$ cat src/rtl/snoop_arb_pkg.sv
// Shared definitions for the snoop arbiter root controller.
package snoop_arb_pkg;

    localparam int TAG_SZ_DEF = 5;

    typedef enum logic [1:0] {
        IDLE  = 2'd0,
        ARMED = 2'd1,
        BUSY  = 2'd2,
        DROP  = 2'd3
    } state_e;

endpackage

$ cat src/rtl/snoop_arb_ctrl_sat_counter.sv
// Saturating up-counter with synchronous clear; clear and increment in the
// same cycle load the value one.
module sat_counter
    import snoop_arb_pkg::*;
#(
    parameter int WIDTH = 16
) (
    input  logic             clk,
    input  logic             rst,
    input  logic             clr,
    input  logic             inc,
    output logic [WIDTH-1:0] count
);

    logic [WIDTH-1:0] count_q;
    logic [WIDTH-1:0] count_d;
    logic [WIDTH-1:0] base;

    // Next value: optional clear, then increment unless already all-ones.
    always_comb begin
        base    = clr ? '0 : count_q;
        count_d = base;
        if (inc && (base != '1)) begin
            count_d = base + WIDTH'(1);
        end
    end

    // Counter register.
    always_ff @(posedge clk or negedge rst) begin
        if (!rst) begin
            count_q <= '0;
        end else begin
            count_q <= count_d;
        end
    end

    assign count = count_q;

endmodule

$ cat src/rtl/snoop_arb_ctrl.sv
// Root consumer of the snoop arbiter tag tree: takes the winning core tag,
// holds that grant for one snooped packet, steers beats to the core and
// reports completion. Optionally discards packets that arrive with no grant.
module snoop_arb_ctrl
    import snoop_arb_pkg::*;
#(
    parameter int TAG_SZ         = TAG_SZ_DEF,
    parameter int LEN_SZ         = 16,
    parameter int DROP_WHEN_NONE = 0,
    parameter int DROP_CNT_SZ    = 32
) (
    input  logic                   clk,
    input  logic                   rst,
    input  logic [TAG_SZ-1:0]      tag,
    input  logic                   rdy,
    output logic                   ack,
    input  logic                   sn_vld,
    input  logic                   sn_last,
    output logic                   sn_rdy,
    output logic [TAG_SZ-1:0]      sel_tag,
    output logic                   sel_vld,
    output logic                   wr_en,
    output logic                   done,
    output logic [TAG_SZ-1:0]      done_tag,
    output logic [LEN_SZ-1:0]      done_len,
    output logic [DROP_CNT_SZ-1:0] drop_cnt
);

    state_e              state_q, state_d;
    logic [TAG_SZ-1:0]   sel_tag_q;
    logic                done_q;
    logic [TAG_SZ-1:0]   done_tag_q;
    logic [LEN_SZ-1:0]   done_len_q;
    logic [LEN_SZ-1:0]   beat_cnt;
    logic [LEN_SZ-1:0]   len_next;
    logic                cnt_clr, cnt_inc, drop_inc, fin;

    // Next-state and handshake decode; a grant is only taken in IDLE so it
    // can never start in the middle of a packet.
    always_comb begin
        state_d  = state_q;
        ack      = 1'b0;
        sn_rdy   = 1'b0;
        sel_vld  = 1'b0;
        cnt_clr  = 1'b0;
        cnt_inc  = 1'b0;
        drop_inc = 1'b0;
        fin      = 1'b0;
        unique case (state_q)
            IDLE: begin
                if (rdy) begin
                    ack     = 1'b1;
                    state_d = ARMED;
                end else if (DROP_WHEN_NONE != 0) begin
                    sn_rdy = 1'b1;
                    if (sn_vld) begin
                        if (sn_last) drop_inc = 1'b1;
                        else         state_d  = DROP;
                    end
                end
            end
            ARMED: begin
                sel_vld = 1'b1;
                sn_rdy  = 1'b1;
                if (sn_vld) begin
                    cnt_clr = 1'b1;
                    cnt_inc = 1'b1;
                    if (sn_last) begin
                        fin     = 1'b1;
                        state_d = IDLE;
                    end else begin
                        state_d = BUSY;
                    end
                end
            end
            BUSY: begin
                sel_vld = 1'b1;
                sn_rdy  = 1'b1;
                if (sn_vld) begin
                    cnt_inc = 1'b1;
                    if (sn_last) begin
                        fin     = 1'b1;
                        state_d = IDLE;
                    end
                end
            end
            DROP: begin
                sn_rdy = 1'b1;
                if (sn_vld && sn_last) begin
                    drop_inc = 1'b1;
                    state_d  = IDLE;
                end
            end
            default: state_d = IDLE;
        endcase
    end

    // Length reported at completion includes the last beat; first beat
    // (ARMED) always counts as one.
    always_comb begin
        if (state_q == ARMED)   len_next = LEN_SZ'(1);
        else if (beat_cnt == '1) len_next = beat_cnt;
        else                     len_next = beat_cnt + LEN_SZ'(1);
    end

    // State register.
    always_ff @(posedge clk or negedge rst) begin
        if (!rst) state_q <= IDLE;
        else      state_q <= state_d;
    end

    // Grant tag capture; held through IDLE until the next ack.
    always_ff @(posedge clk or negedge rst) begin
        if (!rst)     sel_tag_q <= '0;
        else if (ack) sel_tag_q <= tag;
    end

    // Registered completion pulse with its tag and length.
    always_ff @(posedge clk or negedge rst) begin
        if (!rst) begin
            done_q     <= 1'b0;
            done_tag_q <= '0;
            done_len_q <= '0;
        end else begin
            done_q <= fin;
            if (fin) begin
                done_tag_q <= sel_tag_q;
                done_len_q <= len_next;
            end
        end
    end

    sat_counter #(.WIDTH(LEN_SZ)) u_beat_cnt (
        .clk   (clk),
        .rst   (rst),
        .clr   (cnt_clr),
        .inc   (cnt_inc),
        .count (beat_cnt)
    );

    sat_counter #(.WIDTH(DROP_CNT_SZ)) u_drop_cnt (
        .clk   (clk),
        .rst   (rst),
        .clr   (1'b0),
        .inc   (drop_inc),
        .count (drop_cnt)
    );

    assign wr_en    = sn_vld && sn_rdy && sel_vld;
    assign sel_tag  = sel_tag_q;
    assign done     = done_q;
    assign done_tag = done_tag_q;
    assign done_len = done_len_q;

endmodule

$ cat config.mk
export PLATFORM = sky130hd
export DESIGN_NAME = snoop_arb_ctrl
export DESIGN_NICKNAME = d
export VERILOG_FILES = /design/src/rtl/snoop_arb_pkg.sv /design/src/rtl/snoop_arb_ctrl_sat_counter.sv /design/src/rtl/snoop_arb_ctrl.sv
export SDC_FILE = /design/constraint.sdc
export NUM_CORES = 1
export LEC_CHECK = 0
export ABC_AREA = 1
export CORE_ASPECT_RATIO = 1.5
export CORE_MARGIN = 8
export CORE_UTILIZATION = 26
export CTS_BUF_LIST = sky130_fd_sc_hd__clkbuf_16
export DETAILED_ROUTE_END_ITERATION = 8
export PLACE_DENSITY = 0.54
export RECOVER_POWER = 25
export SETUP_SLACK_MARGIN = 0.15
export SYNTH_ARGS = -nofsm -noshare
export SYNTH_HDL_FRONTEND = slang
export SYNTH_SLANG_ARGS = --single-unit
$ cat constraint.sdc
create_clock -name clk -period 2.05 [get_ports clk]
set_input_delay 0.615 -clock clk [delete_from_list [all_inputs] [get_ports clk]]
set_output_delay 0.615 -clock clk [all_outputs]
set_load 0.05 [all_outputs]
==> impl_metrics.csv <==
group,metric,value,unit
clock_tree,clk_pin_slew_worst_paths,0.06,ns
timing,period_minus_slack,1.97,ns
layout,antennaDiodeCount,0,
worst_setup_path,worstPathArrival,1.35,ns
logic_synthesis,yosys_most_used_dff,"dfrtp_1",
timing,worstMarginPinSlew,0.770,ns
global_route,grt_pass1_vias,4920,
clock_tree,htreeDepth,3,
floorplan,coreArea,18500,um^2
route,wl_per_cell,14.5,um
logic_synthesis,ys_seq_area_share,39.6,%
power_and_ir_drop,seq_power_share,29.3,%
logic_synthesis,ys_ff_latch,77,
global_route,grt_max_degree,30,
worst_setup_path,crit_path_start_kind,"flop",
placement,hpwl,12500,um
worst_setup_path,required,1.43,ns
power_and_ir_drop,clockPowerShare,23.4,%
logic_synthesis,syn_area,4870,um^2
timing,setup-violations-final,0,
floorplan,io_pins,73,
power_and_ir_drop,leakage,3.33,nW
logic_synthesis,synthTopCellsByCount,"300 x nand2_1, 77 x dfrtp_1, 76 x nor2_1",
logic_synthesis,yosys.area.top_type,"dfrtp_1",
worst_setup_path,r2r_cells,12,
floorplan,die_area,23500,um^2
global_route,grt_use_total,13.7,%
layout,fin_area,6550,um^2
clock_tree,clk_latency,0.34,ns
floorplan,initial_utilization,26.4,%
logic_synthesis,syn-instance-count,709,
clock_tree,clockBufferDepth,2,
route,drcViolationCount,0,
layout,fill_cells,2026,
route,ant_nets,0,
worst_setup_path,path_max_fanout,3,
clock_tree,cts_root_buf,"clkbuf_16",
layout,drive_gt1_share,21.2,%
placement,placed_cell_area,6220,um^2
timing,maxClockFrequency,508,MHz
logic_synthesis,yosysWarnings,0,
layout,areaGrowthSynthToFinish,34.5,%
clock_tree,cts_tree,"built",
timing,final.setup_skew,0.00751,ns
logic_synthesis,yosysTopAreaCellShare,39.6,%
floorplan,rows,61,
power_and_ir_drop,p_per_area,1050,nW/um^2
timing,report.final.slew_viol_count,0,
route,num_vias,4846,
placement,gp_congestion,0.899,
logic_synthesis,post-synth-top-count-cell,"nand2_1",
timing,rsz0062_at_grt,"true",
outcome,outcome,"finished, final reports clean",
timing,fin_ws,0.0829,ns
logic_synthesis,synth_area_per_cell,6.87,um^2
placement,io_buffer_count,72,
logic_synthesis,syn_nets,726,
route,drt_iter0_drc,230,
worst_setup_path,crit_type,"reg2out",
worst_setup_path,cp-end-kind,"output pin",
power_and_ir_drop,combPwrFrac,47.4,%
logic_synthesis,synthTopCellsByArea,"dfrtp_1 40%, nand2_1 23%, nor2_1 5.9%",
clock_tree,cts_buffers,9,
route,routed_wl,15800,um
timing,relSlewSlack,48.7,%
timing,finalHoldViolCount,0,
route,drt_pass1_iterations,4,
global_route,grt_pass1_wl,25000,um
power_and_ir_drop,power,6.87,mW
logic_synthesis,synthArstFlopShare,100,%
global_route,grt_remaining_overflow,0,
power_and_ir_drop,swShare,43.2,%
layout,final_nets,853,
power_and_ir_drop,vdd_ir_drop_max,0.375,mV
global_route,grt_antenna_before_repair,0,
floorplan,chipWidth,128,um
timing,whs,0.342,ns
min_path,hold_path.class,"in2async",
logic_synthesis,synth_edf_count,0,
placement,place_ws,-0.180,ns
timing,period_share,96.0,%
clock_tree,clock_sinks,77,
power_and_ir_drop,internal-power,3.90,mW
flow_run,cap_viol_max_count,0,
power_and_ir_drop,p_switching,2.97,mW
floorplan,die_height,184,um
logic_synthesis,synth.distinct_cells,35,
route,routed_via_density,4.43,
==> cells in the final DEF, fill, tap and decap left out, types with 2 or more instances in the layout <==
cell             count
a21oi_1              2
buf_12              10
buf_4              108
clkbuf_16            9
clkbuf_2             2
clkdlybuf4s50_1      6
clkinv_1             2
clkinvlp_4           2
dfrtp_1             75
dfrtp_2              2
dlygate4sd2_1        2
ha_1                 6
inv_1               70
inv_2                2
inv_4                3
nand2_1            298
nand2_2              5
nand2_4              6
nand3_1             38
nand3_2              2
nand3b_1            14
nand4_1             17
nor2_1              72
nor2_2               8
nor2_4               6
nor3_1               4
o211ai_1             2
o21ai_0             24
o21ai_1              2
o21ai_2              4
or2_2                3
xnor2_1              6
xor2_1              18
==> what timing repair did <==
item                       in CTS  in global routing
pin swaps                       2                  1
resized for setup              10                  7
setup endpoints to repair       4                 19
setup buffers                   4                  0
hold buffers                    0                  0
==> worst max-delay path, cell delays in order, from the launching register on <==
cell and delay [ns]:
dfrtp_1 0.37, inv_2 0.07, ha_4 0.28, nand2_4 0.05, nor2_4 0.11, buf_12 0.14
==> cell families (layout without fill, tap and decap cells) <==
family / after synthesis / count (layout) / synth area share (%)
and+or+nand+nor: 476 / 476 / 42.4
buffers and inverters: 89 / 221 / 7.76
DFF: 77 / 77 / 39.6
AOI/OAI and AO/OA: 36 / 36 / 4.19
xor gates and xnor gates: 24 / 24 / 4.32
adders and majority gates: 7 / 7 / 1.80
==> cell type report <==
| type | count | area [um^2] | share of cell area, % |
|---|---|---|---|
| clock buffers | 9 | 225 | 3.44 |
| clock inverters | 7 | 66.3 | 1.01 |
| inverters | 75 | 289 | 4.41 |
| multi-input cells | 543 | 2610 | 39.9 |
| flip-flops and latches | 77 | 1930 | 29.4 |
| well taps | 252 | 315 | 4.81 |
| repair buffers | 130 | 1110 | 17.0 |
==> power by group through the flow <==
stage               registers, mW  clock network, mW  logic [mW]
global route                 2.05               1.70        3.48
global placement             2.05                  0        3.15
CTS                          2.01               1.66        3.30
finish                       2.01               1.60        3.25
floorplan                    2.79                  0        1.16
detailed placement           2.05                  0        3.17
==> routing by layer <==
metal  up-vias  part of all wire (%)  GRT usage [%]
met5         -                     0              0
li1       2448                     -              -
met1      2261                    37           13.5
met4         0                   3.0           5.97
met3        28                   4.8           2.53
met2       109                    55           27.0
==> final timing paths <==
path                                  start                    to  slack [ns]
worst max-delay path             state_q[1]                 wr_en        0.08
worst min-delay path                    rst   u_drop_cnt.count[7]        0.34
worst max register to register   state_q[0]  u_beat_cnt.count[10]        0.20
worst min register to register  done_len[5]           done_len[5]        0.48
max in group asynchronous               rst           done_len[9]        0.51
min in group clk                done_len[5]           done_len[5]        0.48
==> state kept, by name, indices dropped and copies added (netlist names) <==
register / cells
u_drop_cnt.count: 32
done_len: 16
u_beat_cnt.count: 16
done_tag: 5
sel_tag: 5
state_q: 2
done: 1
==> metrics by stage <==
stage | utilization, % | std cells | TNS (ns)
4_1_cts | 35.5 | 1093 | 0
5_1_grt | 35.5 | 1093 | 0
3_5_place_dp | 33.7 | 1073 | -4.05
3_3_place_gp | 33.7 | 1073 | -3.01
6_report | 35.5 | 1093 | 0
2_1_floorplan | - | 709 | 0
No activity file was read; power rests on OpenSTA's default activity.
